--- config.mk ---
export PLATFORM = sky130hd
export DESIGN_NAME = lsu_sequencer
export DESIGN_NICKNAME = d
export VERILOG_FILES = /design/src/rtl/lsu_sequencer.sv
export SDC_FILE = /design/constraint.sdc
export NUM_CORES = 1
export LEC_CHECK = 0
export CAP_MARGIN = 30
export CORE_MARGIN = 2
export CORE_UTILIZATION = 59
export CTS_BUF_LIST = sky130_fd_sc_hd__clkbuf_8
export DETAILED_ROUTE_END_ITERATION = 12
export DONT_BUFFER_PORTS = 1
export PLACE_DENSITY_LB_ADDON = 0.3
export SLEW_MARGIN = 20
export SYNTH_ARGS = -nofsm -noshare
export SYNTH_HDL_FRONTEND = slang
export SYNTH_SLANG_ARGS = --single-unit
--- constraint.sdc ---
create_clock -name clk -period 1.95 [get_ports clk]
set_input_delay 0.195 -clock clk [delete_from_list [all_inputs] [get_ports clk]]
set_output_delay 0.195 -clock clk [all_outputs]
set_load 0.03 [all_outputs]
--- src/rtl/lsu_sequencer.sv ---
// Load/store sequencer: one CPU request per handshake, word-aligned
// memory strobes, fixed read latency, aligned and extended load data.
module lsu_sequencer #(
  parameter int unsigned READ_LATENCY = 1
) (
  input  logic        clk,
  input  logic        reset,
  input  logic        req_valid,
  output logic        req_ready,
  input  logic        req_we,
  input  logic [2:0]  req_funct3,
  input  logic [31:0] req_addr,
  input  logic [31:0] req_wdata,
  output logic        resp_valid,
  output logic [31:0] resp_rdata,
  output logic        resp_err,
  output logic [31:0] mem_addr,
  output logic [31:0] mem_wdata,
  output logic [3:0]  mem_we,
  output logic        mem_re,
  input  logic [31:0] mem_rdata
);

  localparam logic [2:0] LAT = 3'(READ_LATENCY);

  typedef enum logic [1:0] {
    IDLE,
    ACCESS,
    WAIT,
    ERR
  } state_t;

  state_t state, state_n;

  logic        we_q, we_n;
  logic [2:0]  f3_q, f3_n;
  logic [1:0]  off_q, off_n;
  logic [2:0]  cnt_q, cnt_n;

  logic        resp_valid_n;
  logic [31:0] resp_rdata_n;
  logic        resp_err_n;
  logic [31:0] mem_addr_n;
  logic [31:0] mem_wdata_n;
  logic [3:0]  mem_we_n;
  logic        mem_re_n;

  logic        illegal;
  logic        misaligned;
  logic [3:0]  lanes;
  logic [31:0] rep_wdata;
  logic [7:0]  ld_byte;
  logic [15:0] ld_half;
  logic [31:0] ld_data;

  assign req_ready = (state == IDLE);

  // Request decode, evaluated on the accepting cycle only
  always_comb begin
    illegal = (req_funct3 == 3'b011)
           || (req_funct3 == 3'b110)
           || (req_funct3 == 3'b111)
           || (req_we && req_funct3[2]);
    misaligned = 1'b0;
    lanes = 4'b1111;
    rep_wdata = req_wdata;
    unique case (1'b1)
      (req_funct3[1:0] == 2'b00): begin
        lanes = 4'b0001 << req_addr[1:0];
        rep_wdata = {4{req_wdata[7:0]}};
      end
      (req_funct3[1:0] == 2'b01): begin
        misaligned = req_addr[0];
        lanes = 4'b0011 << req_addr[1:0];
        rep_wdata = {2{req_wdata[15:0]}};
      end
      default: begin
        misaligned = (req_addr[1:0] != 2'b00);
      end
    endcase
  end

  always_comb begin
    ld_byte = mem_rdata[7:0];
    unique case (off_q)
      2'd0: ld_byte = mem_rdata[7:0];
      2'd1: ld_byte = mem_rdata[15:8];
      2'd2: ld_byte = mem_rdata[23:16];
      2'd3: ld_byte = mem_rdata[31:24];
    endcase
    ld_half = off_q[1] ? mem_rdata[31:16] : mem_rdata[15:0];
    case (f3_q)
      3'b000:  ld_data = {{24{ld_byte[7]}}, ld_byte};
      3'b001:  ld_data = {{16{ld_half[15]}}, ld_half};
      3'b010:  ld_data = mem_rdata;
      3'b100:  ld_data = {24'd0, ld_byte};
      3'b101:  ld_data = {16'd0, ld_half};
      default: ld_data = 32'd0;
    endcase
  end

  always_comb begin
    state_n      = state;
    we_n         = we_q;
    f3_n         = f3_q;
    off_n        = off_q;
    cnt_n        = cnt_q;
    resp_valid_n = 1'b0;
    resp_rdata_n = resp_rdata;
    resp_err_n   = resp_err;
    mem_addr_n   = mem_addr;
    mem_wdata_n  = mem_wdata;
    mem_we_n     = 4'd0;
    mem_re_n     = 1'b0;
    unique case (state)
      IDLE: begin
        if (req_valid) begin
          we_n  = req_we;
          f3_n  = req_funct3;
          off_n = req_addr[1:0];
          if (illegal || misaligned) begin
            state_n      = ERR;
            resp_valid_n = 1'b1;
            resp_err_n   = 1'b1;
            resp_rdata_n = 32'd0;
          end else begin
            state_n    = ACCESS;
            mem_addr_n = {req_addr[31:2], 2'b00};
            if (req_we) begin
              mem_we_n    = lanes;
              mem_wdata_n = rep_wdata;
            end else begin
              mem_re_n = 1'b1;
              cnt_n    = LAT;
            end
          end
        end
      end
      ACCESS: begin
        if (we_q) begin
          state_n      = IDLE;
          resp_valid_n = 1'b1;
          resp_err_n   = 1'b0;
          resp_rdata_n = 32'd0;
        end else begin
          state_n = WAIT;
        end
      end
      WAIT: begin
        cnt_n = cnt_q - 3'd1;
        // Read data is valid while the counter sits at one
        if (cnt_q == 3'd1) begin
          state_n      = IDLE;
          resp_valid_n = 1'b1;
          resp_err_n   = 1'b0;
          resp_rdata_n = ld_data;
        end
      end
      ERR: begin
        state_n = IDLE;
      end
    endcase
  end

  always_ff @(posedge clk) begin
    if (reset) begin
      state      <= IDLE;
      we_q       <= 1'b0;
      f3_q       <= 3'd0;
      off_q      <= 2'd0;
      cnt_q      <= 3'd0;
      resp_valid <= 1'b0;
      resp_rdata <= 32'd0;
      resp_err   <= 1'b0;
      mem_addr   <= 32'd0;
      mem_wdata  <= 32'd0;
      mem_we     <= 4'd0;
      mem_re     <= 1'b0;
    end else begin
      state      <= state_n;
      we_q       <= we_n;
      f3_q       <= f3_n;
      off_q      <= off_n;
      cnt_q      <= cnt_n;
      resp_valid <= resp_valid_n;
      resp_rdata <= resp_rdata_n;
      resp_err   <= resp_err_n;
      mem_addr   <= mem_addr_n;
      mem_wdata  <= mem_wdata_n;
      mem_we     <= mem_we_n;
      mem_re     <= mem_re_n;
    end
  end

endmodule

==> results of run 1 <==
## layer usage
layer	vias to the layer above	global-route usage, %	share of wire (%)
met5	-	0	0
met4	0	15.1	3.6
met3	42	9.18	9.5
met2	243	47.3	48
met1	2087	34.7	39
li1	2188	-	-
## sequential cells by signal, summed over array words and instances (netlist names)
register    cells
mem_wdata      32
resp_err        1
resp_rdata     32
state           2
mem_re          1
off_q           2
f3_q            3
resp_valid      1
cnt_q           3
we_q            1
mem_addr       30
mem_we          4
## what timing repair did
item	in CTS	in global routing
hold buffers	59	0
resized for setup	0	3
endpoints found under the setup margin	0	32
endpoints found under the hold margin	89	0
setup buffers	0	1
## cells in the mapped netlist (6+ instances only)
master	number	area, sq um
o2bb2ai_1	25	219
a21oi_1	86	430
clkbuf_1	27	101
nor2b_1	13	81.3
mux2i_1	31	310
a2bb2oi_1	7	61.3
a311oi_1	11	96.3
inv_1	9	33.8
buf_2	15	75.1
nor3_1	7	35.0
nor2_1	32	120
o21ai_0	21	105
a32o_1	7	70.1
dfxtp_1	112	2240
a211oi_1	16	120
nand2_1	122	458
ha_1	6	75.1
## cells by family (layout without fill, tap and decap cells)
| kind of cell | Yosys count | in the layout |
|---|---|---|
| DFF | 112 | 112 |
| adders and majority gates | 6 | 6 |
| muxes | 33 | 33 |
| other | 1 | 2 |
| AOI/OAI and AO/OA | 189 | 189 |
| buffers and inverters | 59 | 104 |
| and+or+nand+nor | 193 | 193 |
## worst max path at each step
stage	from	endpoint	cells past startpoint
2_1_floorplan	state[0]$_SDFFE_PP0P_	resp_rdata[0]$_SDFFE_PP0P_	8
3_3_place_gp	state[1]$_SDFFE_PP0P_	resp_rdata[3]$_SDFFE_PP0P_	7
3_5_place_dp	state[1]$_SDFFE_PP0P_	resp_rdata[3]$_SDFFE_PP0P_	7
4_1_cts	state[1]$_SDFFE_PP0P_	resp_rdata[0]$_SDFFE_PP0P_	7
5_1_grt	f3_q[1]$_SDFFE_PP0P_	resp_rdata[15]$_SDFFE_PP0P_	4
6_report	state[0]$_SDFFE_PP0P_	mem_wdata[20]$_SDFFE_PP0P_	7
## worst reg2reg max path, delay by kind of cell, from the launching register on
kind / cells / cell delay, ns
AOI/OAI and AO/OA: 2 / 0.50
adders and majority gates: 1 / 0.22
buffers and inverters: 2 / 0.36
DFF: 1 / 0.35
and+or+nand+nor: 2 / 0.32
## area by class of cell
cell class | count | area [sq um]
well taps | 105 | 131
multi-input cells | 423 | 2590
inverters | 9 | 33.8
clock buffers | 10 | 138
clock inverters | 5 | 35.0
fillers | 640 | 2270
flip-flops and latches | 112 | 2240
repair buffers | 80 | 816
## cell usage in the layout, fill, tap and decap left out, drive strengths merged, types with 3 or more instances in the layout
cell type,instances
clkinvlp,3
a311oi,11
clkbuf,10
a32o,7
a2bb2oi,7
dlygate4sd3,58
nand2,122
dfxtp,112
nor2,32
inv,10
buf,22
a221oi,3
a21oi,86
ha,6
o21ai,22
mux2i,31
a211oi,16
o2bb2ai,26
nor2b,13
nor3,7
## per-stage QoR
| step | total power [mW] | instances | utilization (%) | instance area [sq um] |
|---|---|---|---|---|
| final | 5.95 | 744 | 72.5 | 5990 |
| after CTS | 5.92 | 743 | 72.3 | 5970 |
| after global placement | 4.49 | 669 | 62.8 | 5190 |
| after detailed placement | 4.56 | 669 | 62.8 | 5190 |
| after global routing | 6.26 | 744 | 72.5 | 5990 |
| after floorplan | 4.16 | 594 | - | 5090 |
## where the power goes
group          internal [mW]  leakage (nW)  switching [mW]
clock                  0.491        0.0818           0.761
combinational          0.815          1.10            1.01
sequential              2.47         0.908           0.399
==> impl_metrics.toml, run 1 <==
[outcome]
status = "finished clean"

[sta]
fin_hold_ws_ns = 0.00779
slew_viol_final = 0
slew_headroom_pct = 56.0
final.period_utilization_pct = 94.6
hold_viol = 0
fin_ws_ns = 0.105
rsz0062_at_grt = "no"
fin_skew_ns = 0.0157
setup_viol_count_final = 0
tightest_slew_ns = 0.659
tns_ns = 0
fmax_ghz = 0.542
period_minus_slack_ns = 1.85

[cts]
cts_tree = "done"
h-tree-depth = 3
cts.sinks = 112
cts.clk_slew.worst_paths_ns = 0.11
root_buffer = "clkbuf_8"
clock_latency_ns = 0.37
clock_path_buffers = 2
cts_buffers = 9

[synthesis]
synthDistinctLibCells = 51
synth_edf_count = 0
synth-adder-area-share_pct = 1.48
muxShareOfSynthArea_pct = 6.79
yosys_warnings = 0
synth_compound_area_share_pct = 25.2
avgSynthCellArea_sq_um = 8.55
synth_xor_xnor_area_share_pct = 0
synth_ff_type = "dfxtp_1"
synth-seq-cells = 112
syn-cell-area_sq_um = 5070
synthArstFlopShare_pct = 0
syn_inst = 593
synth_top_family_by_area = "compound AO/OA/AOI/OAI gates"
synthSimpleGateAreaFrac_pct = 16.8
ys_seq_area_share_pct = 44.2

[critical_path]
crit_family = "compound AO/OA/AOI/OAI gates"
r2r_setup_slack_ns = 0.10
cp-end-kind = "register"
max_stage_delay_ns = 0.35
path_buf_inv = 2
reg2reg_depth = 7
crit_slowest_cell = "dfxtp_1"
worstSetupStartpointType = "register"
cp_max_fo = 48
r2r-end = "mem_wdata[20]$_SDFFE_PP0P_"
regToRegStartpoint = "state[0]$_SDFFE_PP0P_"
worstSetupPathType = "reg2reg"
crit_chain = "inv_1, ha_4, and3_1, a21boi_4, buf_12, nor2_1, a211oi_1"
worst_ep_arrival_time_ns = 2.11
worstPathRequired_ns = 2.21

[route]
via_per_inst = 6.13
ant_nets = 0
drt-initial-drc-count = 200
wl_um = 14200
drc = 0
wl_per_cell_um = 19.0
vias = 4560
first_pass_iters = 5

[die]
fp.dieW_um = 96.7
fp-row-count = 33
chipHeight_um = 96.7
pin_count = 207
dieArea_sq_um = 9350
start_util_pct = 61.4
core_area_sq_um = 8260

[min_path]
hold-path-cell-count = 2
hold_path_end = "resp_rdata[16]$_SDFFE_PP0P_"
hp-start = "mem_rdata[16]"
hold_class = "in2reg"

[finish]
fin_nets = 744
diodes = 0
layout-drive-gt1-share_pct = 8.76
area_delta_synth_final_pct = 18.1

[global_route]
grt_usage_pct = 29.1
overflow = 0
grt_max_degree = 79
grt_pass1_wl_um = 22500
first_global_vias = 4485
antenna_found_initial = 0

[power_and_ir_drop]
max-vdd-ir-drop_uv = 636
power.density_nw_per_um2 = 994
p_leak_nw = 2.09

[placement]
pre_cts_ws_ns = 0.0539
place_congestion = 0.914
port_buffers = 0
post-dp-hpwl_um = 9060

[flow_run]
max_cap_viol_count = 0
Power figures use the tool's default switching activity.
==> run 2, diff against run 1 <==
--- a/config.mk
+++ b/config.mk
@@ -12,6 +12,7 @@
 export DETAILED_ROUTE_END_ITERATION = 12
 export DONT_BUFFER_PORTS = 1
 export PLACE_DENSITY_LB_ADDON = 0.3
+export SETUP_SLACK_MARGIN = 0.5
 export SLEW_MARGIN = 20
 export SYNTH_ARGS = -nofsm -noshare
 export SYNTH_HDL_FRONTEND = slang
==> impl_metrics.toml, run 2 (synthesis gave the netlist of run 1 again) <==
[sta]
final.period_utilization_pct = 94.4
fmax_ghz = 0.543
tns_ns = 0
slew_headroom_pct = 59.2
hold_viol = 78
fin_ws_ns = 0.108
setup_viol_count_final = 0
slew_viol_final = 0
tightest_slew_ns = 0.607
fin_hold_ws_ns = -0.115
rsz0062_at_grt = "yes"
period_minus_slack_ns = 1.84
fin_skew_ns = 0.00993

[global_route]
grt_max_degree = 83
overflow = 0
first_global_vias = 4264
antenna_found_initial = 0
grt_pass1_wl_um = 21100
grt_usage_pct = 27.0

[power_and_ir_drop]
total_power_mw = 6.00
power.density_nw_per_um2 = 1090
max-vdd-ir-drop_uv = 530
p_leak_nw = 1.89

[min_path]
hold_path_end = "mem_re$_SDFF_PP0_"
hold-path-cell-count = 1
hold_class = "in2reg"
hp-start = "reset"

[critical_path]
worst_ep_arrival_time_ns = 2.11
max_stage_delay_ns = 0.40
worstSetupPathType = "reg2reg"
worstSetupStartpointType = "register"
r2r_setup_slack_ns = 0.11
regToRegStartpoint = "state[1]$_SDFFE_PP0P_"
r2r-end = "resp_rdata[1]$_SDFFE_PP0P_"
crit_family = "compound AO/OA/AOI/OAI gates"
reg2reg_depth = 7
cp_max_fo = 32
worstPathRequired_ns = 2.21
crit_chain = "inv_2, ha_4, nor2b_4, a2111oi_4, a21oi_2, buf_12, a32o_1"
path_buf_inv = 2
crit_slowest_cell = "a2111oi_4"
cp-end-kind = "register"

[cts]
root_buffer = "clkbuf_8"
h-tree-depth = 3
cts_tree = "done"
clock_latency_ns = 0.37
clock_path_buffers = 2
cts.clk_slew.worst_paths_ns = 0.10
cts_buffers = 9
cts.sinks = 112
cts_hold_buf = 3

[route]
vias = 4341
drt-initial-drc-count = 160
first_pass_iters = 5
ant_nets = 0
wl_um = 13200
via_per_inst = 6.27
drc = 0
wl_per_cell_um = 19.1

[die]
dieArea_sq_um = 9350
chipHeight_um = 96.7
pin_count = 207
start_util_pct = 61.4
core_area_sq_um = 8260
fp.dieW_um = 96.7
fp-row-count = 33

[finish]
post-route-util_pct = 66.9
final_common_cell = "nand2_1"
largestRegisters = "mem_wdata: 32 flops, resp_rdata: 32 flops, mem_addr: 30 flops"
fin_nets = 692
final_cells = 692
finalInstanceArea_sq_um = 5520
layout-drive-gt1-share_pct = 12.3
diodes = 0
area_delta_synth_final_pct = 8.99
final_cell_mix = "nand2_1 (122), dfxtp_1 (109), a21oi_1 (84)"

[placement]
pre_cts_ws_ns = 0.0187
numPlacedInstances = 662
post-dp-hpwl_um = 9080
place_congestion = 0.950
dpl_cell_area_sq_um = 5140
port_buffers = 0

[outcome]
violations = "hold timing"
status = "finished, violations left"

[flow_run]
max_cap_viol_count = 0
[run 2: area by class of cell]
cell class,instances,area [sq um]
multi-input cells,423,2640
inverters,9,33.8
repair buffers,28,292
well taps,105,131
fillers,649,2740
clock buffers,10,138
clock inverters,5,42.5
flip-flops and latches,112,2250
[run 2: repair_timing]
| item | in CTS | in global routing |
|---|---|---|
| cloned | 1 | 0 |
| setup buffers | 10 | 1 |
| resized for setup | 11 | 4 |
| pin swaps | 9 | 6 |
| endpoints found under the setup margin | 103 | 105 |
| endpoints found under the hold margin | 81 | 78 |
[run 2: how the worst max path moves through the flow]
stage | start | to | cells past startpoint
after global placement | state[0]$_SDFFE_PP0P_ | resp_rdata[11]$_SDFFE_PP0P_ | 6
after CTS | state[1]$_SDFFE_PP0P_ | resp_rdata[1]$_SDFFE_PP0P_ | 7
after global routing | state[1]$_SDFFE_PP0P_ | resp_rdata[1]$_SDFFE_PP0P_ | 7
final | state[1]$_SDFFE_PP0P_ | resp_rdata[1]$_SDFFE_PP0P_ | 7
after floorplan | state[0]$_SDFFE_PP0P_ | resp_rdata[2]$_SDFFE_PP0P_ | 8
after detailed placement | state[0]$_SDFFE_PP0P_ | resp_rdata[13]$_SDFFE_PP0P_ | 6
[run 2: routing by layer]
metal  share of wire, %  vias to the layer above  routed length [um]  GRT usage, %
li1                   -                     2073                   -             -
met5                  0                        -                   0             0
met2                 50                      204                6670          45.7
met1                 38                     2039                5020          31.9
met4                1.9                        0                 254          10.3
met3                9.8                       25                1290          8.89
[run 2: report_power, final]
group | internal [mW] | total (mW) | leakage, nW | switching, mW
clock | 0.505 | 1.30 | 0.0825 | 0.797
sequential | 2.47 | 2.87 | 0.908 | 0.394
combinational | 0.810 | 1.83 | 0.901 | 1.02
total | 3.79 | 6.00 | 1.89 | 2.21
[run 2: worst register-to-register path, stage by stage, from the launching register on]
cell,delay (ns)
dfxtp_2,0.36
inv_2,0.05
ha_4,0.22
nor2b_4,0.16
a2111oi_4,0.40
a21oi_2,0.13
buf_12,0.20
a32o_1,0.22
==> run 3, diff against run 2 <==
--- a/config.mk
+++ b/config.mk
@@ -17,3 +17,4 @@
 export SYNTH_ARGS = -nofsm -noshare
 export SYNTH_HDL_FRONTEND = slang
 export SYNTH_SLANG_ARGS = --single-unit
+export TNS_END_PERCENT = 20
==> impl_metrics.toml, run 3 (synthesis gave the netlist of run 1 again) <==
[power_and_ir_drop]
max-vdd-ir-drop_uv = 657
power.density_nw_per_um2 = 1040
p_leak_nw = 2.06

[finish]
multi_input_area_sq_um = 2760
seq_area_sq_um = 2250
area_delta_synth_final_pct = 15.0
largestRegisters = "mem_wdata: 32 flops, resp_rdata: 32 flops, mem_addr: 30 flops"
final_cell_mix = "nand2_1 (115), dfxtp_1 (110), a21oi_1 (77)"
fillCellCount = 634
fin_nets = 702
layout-drive-gt1-share_pct = 15.7
diodes = 0
final_cells = 703
final_common_cell = "nand2_1"

[min_path]
hold_class = "in2reg"

[route]
wl_met2_um = 6580
ant_nets = 0
drt-met1-wl_um = 5380
wl_um = 13700
via_per_inst = 6.32
wl_per_cell_um = 19.5
drc = 0
top_layer = "met4"
first_pass_iters = 5
vias = 4444
drt-initial-drc-count = 234
dr_wl_met3_um = 1390

[critical_path]
cp_max_fo = 8
r2r_setup_slack_ns = 0.09
crit_chain = "inv_4, ha_4, and3_4, a21boi_4, buf_4, clkbuf_16, nor2_1, a311oi_1"
worst_ep_arrival_time_ns = 2.12
worstPathRequired_ns = 2.21
worstSetupPathType = "reg2reg"
max_stage_delay_ns = 0.38
crit_slowest_cell = "dfxtp_4"
crit_family = "compound AO/OA/AOI/OAI gates"
cp-end-kind = "register"
worstSetupStartpointType = "register"
path_buf_inv = 3

[sta]
period_minus_slack_ns = 1.86
hold_viol = 78
fin_hold_ws_ns = -0.120
final.period_utilization_pct = 95.3
slew_headroom_pct = 60.4
slew_viol_final = 0
tightest_slew_ns = 0.591
rsz0062_at_grt = "yes"
fmax_ghz = 0.538
fin_skew_ns = 0.0137
setup_viol_count_final = 0
tns_ns = 0

[global_route]
grt_max_degree = 83
overflow = 0
first_global_vias = 4136
antenna_found_initial = 0
grt_usage_pct = 26.8
grt_pass1_wl_um = 20700

[die]
core_area_sq_um = 8260
start_util_pct = 61.4
chipHeight_um = 96.7
fp.dieW_um = 96.7
pin_count = 207
dieArea_sq_um = 9350
fp-row-count = 33

[placement]
port_buffers = 0
place_congestion = 0.940
post-dp-hpwl_um = 8990
numPlacedInstances = 663

[cts]
clock_latency_ns = 0.37
clock_path_buffers = 2
cts.clk_slew.worst_paths_ns = 0.11
cts.sinks = 112
root_buffer = "clkbuf_8"
cts_tree = "done"
cts_hold_buf = 11
h-tree-depth = 3
cts_buffers = 9

[outcome]
violations = "hold timing"
status = "finished, violations left"

[flow_run]
max_cap_viol_count = 0
[run 3: per-stage QoR]
stage	power, mW	setup slack [ns]	instance area (sq um)	util (%)
2_1_floorplan	4.22	0.271	5130	-
6_report	6.03	0.0924	5830	70.6
5_1_grt	6.36	-0.0442	5830	70.6
3_5_place_dp	4.53	0.163	5160	62.5
4_1_cts	5.93	0.160	5530	67.0
3_3_place_gp	4.46	0.215	5160	62.5
[run 3: what timing repair did]
| action | in CTS | in global routing |
|---|---|---|
| resized for setup | 3 | 44 |
| pin swaps | 3 | 20 |
| endpoints found under the setup margin | 103 | 105 |
| cloned | 1 | 4 |
| buffers inserted | 4 | 4 |
| hold endpoints to repair | 89 | 78 |
[run 3: final cells by class]
type                       count  share of cell area, %
inverter                       9                  0.623
timing repair buffer          38                   7.90
sequential                   112                   38.6
multi-input combinational    423                   47.4
clock buffer                  11                   2.60
clock inverter                 5                  0.687
tap                          105                   2.25
[run 3: where the power goes]
group / switching [mW] / total, mW / internal (mW)
registers: 0.405 / 2.88 / 2.48
logic: 1.01 / 1.82 / 0.813
clock network: 0.782 / 1.33 / 0.545
[run 3: worst register-to-register path: cells and delay by family (launching register included)]
kind / cells / cell delay, ns
flops: 1 / 0.38
buf+inv: 3 / 0.34
compound gates: 2 / 0.52
simple gates: 2 / 0.27
fa+ha+maj: 1 / 0.24
[run 3: per-layer routing]
metal  global-route usage [%]  vias up
li1                         -     2097
met1                     33.3     2085
met2                     43.9      230
met3                     10.0       32
met4                     7.04        0
met5                        0        -
[run 3: worst paths after layout]
check,from,endpoint,cells past startpoint
worst max-delay path,state[1]$_SDFFE_PP0P_,mem_wdata[12]$_SDFFE_PP0P_,8
worst min-delay path,reset,mem_wdata[7]$_SDFFE_PP0P_,1
worst max register to register,state[1]$_SDFFE_PP0P_,mem_wdata[12]$_SDFFE_PP0P_,8
worst min register to register,cnt_q[1]$_SDFFE_PP0P_,cnt_q[1]$_SDFFE_PP0P_,1
